### config.mk
export PLATFORM = sky130hd
export DESIGN_NAME = vga_logo_scan
export DESIGN_NICKNAME = d
export VERILOG_FILES = /design/src/rtl/vga_logo_scan.sv
export SDC_FILE = /design/constraint.sdc
export NUM_CORES = 1
export LEC_CHECK = 0
export ABC_CLOCK_PERIOD_IN_PS = 2300
export CAP_MARGIN = 0
export CORE_ASPECT_RATIO = 0.6
export CORE_UTILIZATION = 51
export DETAILED_ROUTE_END_ITERATION = 12
export HOLD_SLACK_MARGIN = 0.05
export PLACE_DENSITY_LB_ADDON = 0.25
export RECOVER_POWER = 25
export SLEW_MARGIN = 20
export SYNTH_ARGS = -nofsm -noshare
export SYNTH_HDL_FRONTEND = slang
export SYNTH_SLANG_ARGS = --single-unit
### constraint.sdc
create_clock -name clk -period 2.3 [get_ports clk]
set_input_delay 0.69 -clock clk [delete_from_list [all_inputs] [get_ports clk]]
set_output_delay 0.69 -clock clk [all_outputs]
set_load 0.02 [all_outputs]
### src/rtl/vga_logo_scan.sv
// Raster scan generator and pixel compositor for the VGA logo display.
// Drives x/y/delt to the logo painters and registers their hit flag into RGB plus syncs.
module vga_logo_scan #(
  parameter int          H_VIS     = 800,
  parameter int          H_FP      = 56,
  parameter int          H_SYNC    = 120,
  parameter int          H_BP      = 64,
  parameter int          V_VIS     = 600,
  parameter int          V_FP      = 37,
  parameter int          V_SYNC    = 6,
  parameter int          V_BP      = 23,
  parameter int          DELT_MAX  = 200,
  parameter int          DELT_STEP = 2,
  parameter logic [8:0]  FG        = 9'b111_111_000,
  parameter logic [8:0]  BG        = 9'b000_000_011
) (
  input  logic        clk,
  input  logic        rst,
  input  logic        enble,
  input  logic        hit,
  output logic [10:0] x,
  output logic [10:0] y,
  output logic [10:0] delt,
  output logic        hs,
  output logic        vs,
  output logic [2:0]  r,
  output logic [2:0]  g,
  output logic [2:0]  b
);

  localparam int H_TOTAL = H_VIS + H_FP + H_SYNC + H_BP;
  localparam int V_TOTAL = V_VIS + V_FP + V_SYNC + V_BP;

  localparam logic [10:0] X_LAST   = 11'(H_TOTAL - 1);
  localparam logic [10:0] Y_LAST   = 11'(V_TOTAL - 1);
  localparam logic [10:0] X_VIS    = 11'(H_VIS);
  localparam logic [10:0] Y_VIS    = 11'(V_VIS);
  localparam logic [10:0] Y_UPDATE = 11'(V_VIS - 1);
  localparam logic [10:0] HS_START = 11'(H_VIS + H_FP);
  localparam logic [10:0] HS_END   = 11'(H_VIS + H_FP + H_SYNC);
  localparam logic [10:0] VS_START = 11'(V_VIS + V_FP);
  localparam logic [10:0] VS_END   = 11'(V_VIS + V_FP + V_SYNC);
  localparam logic [11:0] MAX_W    = 12'(DELT_MAX);
  localparam logic [11:0] STEP_W   = 12'(DELT_STEP);
  localparam logic [10:0] MAX_N    = 11'(DELT_MAX);
  localparam logic [10:0] STEP_N   = 11'(DELT_STEP);

  typedef enum logic {RIGHT, LEFT} dir_t;

  dir_t        dir;
  dir_t        dir_next;
  logic [10:0] delt_next;

  logic line_end;
  logic frame_update;
  logic visible;
  logic hs_raw;
  logic vs_raw;

  assign line_end = (x == X_LAST);
  // Last clock of the final visible line: delt moves only while the screen is blanked.
  assign frame_update = line_end && (y == Y_UPDATE) && enble;
  assign visible = (x < X_VIS) && (y < Y_VIS);
  assign hs_raw = (x >= HS_START) && (x < HS_END);
  assign vs_raw = (y >= VS_START) && (y < VS_END);

  always_ff @(posedge clk or negedge rst) begin
    if (!rst) begin
      x <= '0;
      y <= '0;
    end else if (line_end) begin
      x <= '0;
      y <= (y == Y_LAST) ? 11'd0 : y + 11'd1;
    end else begin
      x <= x + 11'd1;
    end
  end

  always_ff @(posedge clk or negedge rst) begin
    if (!rst) begin
      hs <= 1'b0;
      vs <= 1'b0;
      {r, g, b} <= '0;
    end else begin
      hs <= hs_raw;
      vs <= vs_raw;
      {r, g, b} <= visible ? (hit ? FG : BG) : 9'd0;
    end
  end

  always_ff @(posedge clk or negedge rst) begin
    if (!rst) begin
      dir  <= RIGHT;
      delt <= '0;
    end else begin
      dir  <= dir_next;
      delt <= delt_next;
    end
  end

  // Saturating bounce: the widened sum keeps the upper test free of overflow.
  always_comb begin
    dir_next  = dir;
    delt_next = delt;
    if (frame_update) begin
      case (dir)
        RIGHT: begin
          if (({1'b0, delt} + STEP_W) >= MAX_W) begin
            delt_next = MAX_N;
            dir_next  = LEFT;
          end else begin
            delt_next = delt + STEP_N;
          end
        end
        LEFT: begin
          if (delt <= STEP_N) begin
            delt_next = '0;
            dir_next  = RIGHT;
          end else begin
            delt_next = delt - STEP_N;
          end
        end
        default: begin
          delt_next = '0;
          dir_next  = RIGHT;
        end
      endcase
    end
  end

endmodule
==> results.toml <==
[run_status]
outcome = "finished clean"

[clock_network]
cts_setup_buffers = 0
htree_num_levels = 2
cts.path.max_buffers = 2
clkTransAtPathRegs_ns = 0.07
numCtsBuffers = 5
clock_sinks = 37
cts_tree = "built"
clock_latency_ns = 0.29
cts_root_buffer = "clkbuf_8"

[layout]
final_cells = 380
post-route-cell-area_mm2 = 0.00301
finalNetCount = 330
insertedDiodeCount = 0
synthToLayoutAreaGrowth_pct = 30.8
final_cell_mix = "44 x clkdlybuf4s50_1, 33 x dfrtp_1, 24 x buf_4"
mostFrequentLayoutCell = "clkdlybuf4s50_1"
layout-drive-gt1-share_pct = 15.6

[logic_synthesis]
synth_area_leaders = "dfrtp_1 40%, a21oi_1 4.3%, nand3_1 4.1%, ha_1 3.8%, nor2_1 3.8%"
ys_ff_latch = 37
synth_edf_count = 0
synthFlopType = "dfrtp_1"
synth_cell_types = 55
synth_top_area_share_pct = 40.2
synthesis.instances = 261
yosysSeqAreaShare_pct = 40.2
syn-cell-area_mm2 = 0.00230
synth.largest_area_cell = "dfrtp_1"
synth-warning-count = 0
async_reset_ff_share_pct = 100
synth.avg_cell_area_um2 = 8.82

[power_and_ir_drop]
seqPwrFrac_pct = 54.5
power.density_mw_per_mm2 = 399
p_sw_uw = 261
peakVddDrop_uv = 237
p_sw_share_pct = 21.8
p_leak_nw = 1.27
internal_power_uw = 939
p_comb_share_pct = 3.8
p_clk_share_pct = 41.7

[place]
io_buffers = 45
dpl_cell_area_mm2 = 0.00289
gp_congestion = 1.00
placed_cells = 372
dp_hpwl_um = 4700

[floorplanning]
rows = 18
initial_core_util_pct = 54.7
die_area_mm2 = 0.00480
die_h_um = 54.0
die_w_um = 88.7
core_area_mm2 = 0.00421
top_level_ports = 48

[setup_path]
reg2reg_slack_ns = 0.25
cp_slowest_cell = "clkdlybuf4s50_1"
crit_path_max_fanout = 12
worstPathArrival_ns = 1.53
path_delay_family = "buffers and inverters"
r2r_end = "delt[6]"
cp-start-kind = "flip-flop"
criticalPathCategory = "reg -> out"
r2r-start = "delt[1]"
worstSetupEndpointType = "primary output"
max_stage_delay_ns = 0.68
crit_chain = "clkdlybuf4s50_1"
crit_buf_inv = 1
required_ns = 1.61
reg2reg_depth = 8

[sta]
fmax_mhz = 450
fin_skew_ns = 0.00290
relSlewSlack_pct = 39.2
period_needed_ns = 2.22
finalSetupViolCount = 0
finalHoldViolations = 0
grt_setup_unrepaired = "false"
slew_violations = 0
fin_crit_sh_pct = 96.6
worst_pin_slew_ns = 0.912

[global_routing]
grt.total_usage_pct = 28.4
grt_overflow = 0
antenna_found_initial = 0
grt_max_degree = 38
grt_pass1_vias = 2004
grt_pass1_wl_um = 10100

[routing]
drt-wirelength-per-cell_um = 16.8
drt-pass1-iter-count = 5
vias = 2271
drt-initial-drc-count = 267
antenna_left = 0
routed_wl_um = 6400
drt-vias-per-instance = 5.98
drc = 0

[min_path]
hold_path.startpoint = "x[2]"
hp-class = "reg -> reg"
hold_depth = 1
whs_endpoint = "x[2]"

[job]
drv_cap = 0
[final cells by class]
type                    instances  area [µm²]
inverters                      10        37.5
clock buffers                   7        96.3
repair buffers                 70         631
fillers                       330        1200
multi-input cells             195        1240
clock inverters                 1        5.00
well taps                      60        75.1
flip-flops and latches         37         931
[stage by stage]
step | utilization [%] | setup TNS [ns] | setup WS [ns] | hold slack, ns | power (mW)
2_1_floorplan | - | 0 | 0.123 | 0.394 | 0.690
5_1_grt | 71.5 | 0 | 0.0348 | 0.556 | 1.24
4_1_cts | 71.1 | 0 | 0.0120 | 0.461 | 1.21
3_5_place_dp | 68.7 | -2.52 | -0.314 | 0.497 | 0.714
3_3_place_gp | 68.7 | -2.09 | -0.259 | 0.495 | 0.713
6_report | 71.5 | 0 | 0.0777 | 0.512 | 1.20
[cell families after synthesis]
kind of cell	share of synthesized area [%]
other	0.163
muxes	0.870
adders and majority gates	3.80
DFF	40.2
and+or+nand+nor	24.2
AOI/OAI and AO/OA	19.6
xor gates and xnor gates	4.18
buffers and inverters	6.96
[state kept, by name, summed over array words and instances (netlist names)]
signal,flops
x,11
y,11
delt,10
b,1
dir,1
g,1
hs,1
vs,1
[synthesized netlist by cell type, types with 5 or more instances]
library cell and number:
nor2_1 23, a21oi_1 20, xnor2_1 6, ha_1 7
inv_1 10, buf_4 8, o31ai_1 6, o21ai_0 13
nand2_1 19, dfrtp_1 37, xor2_1 5, nand3_1 19
o21ai_1 5, clkbuf_1 8, and3_1 6, nor3_1 7
[metal layers]
| layer | GRT usage (%) | vias up | part of all wire, % |
|---|---|---|---|
| li1 | - | 1054 | - |
| met1 | 43.8 | 1088 | 48 |
| met2 | 38.5 | 118 | 42 |
| met3 | 7.82 | 11 | 9.7 |
| met4 | 6.45 | 0 | 0.81 |
| met5 | 0 | - | 0 |
[how the worst max path moves through the flow]
stage,from,endpoint,slack [ns],cells past startpoint
6_report,delt[7],delt[7],0.08,1
5_1_grt,y[8],y[9],0.03,8
4_1_cts,delt[6],delt[6],0.01,1
3_5_place_dp,enble,delt[7],-0.31,7
3_3_place_gp,enble,delt[3],-0.26,7
2_1_floorplan,y[0],delt[5],0.12,8
[what timing repair did]
item / 4_1_cts / 5_1_grt
pin swaps: 0 / 0
endpoints found under the setup margin: 3 / 8
hold buffers: 0 / 0
resized for setup: 2 / 9
[power groups by stage]
stage	clock network (mW)	logic [mW]	registers [mW]
6_report	0.501	0.0456	0.654
5_1_grt	0.533	0.0503	0.654
4_1_cts	0.507	0.0476	0.654
3_5_place_dp	0	0.0473	0.667
3_3_place_gp	0	0.0469	0.666
2_1_floorplan	0	0.0214	0.669
(Power assumes the default switching activity.)
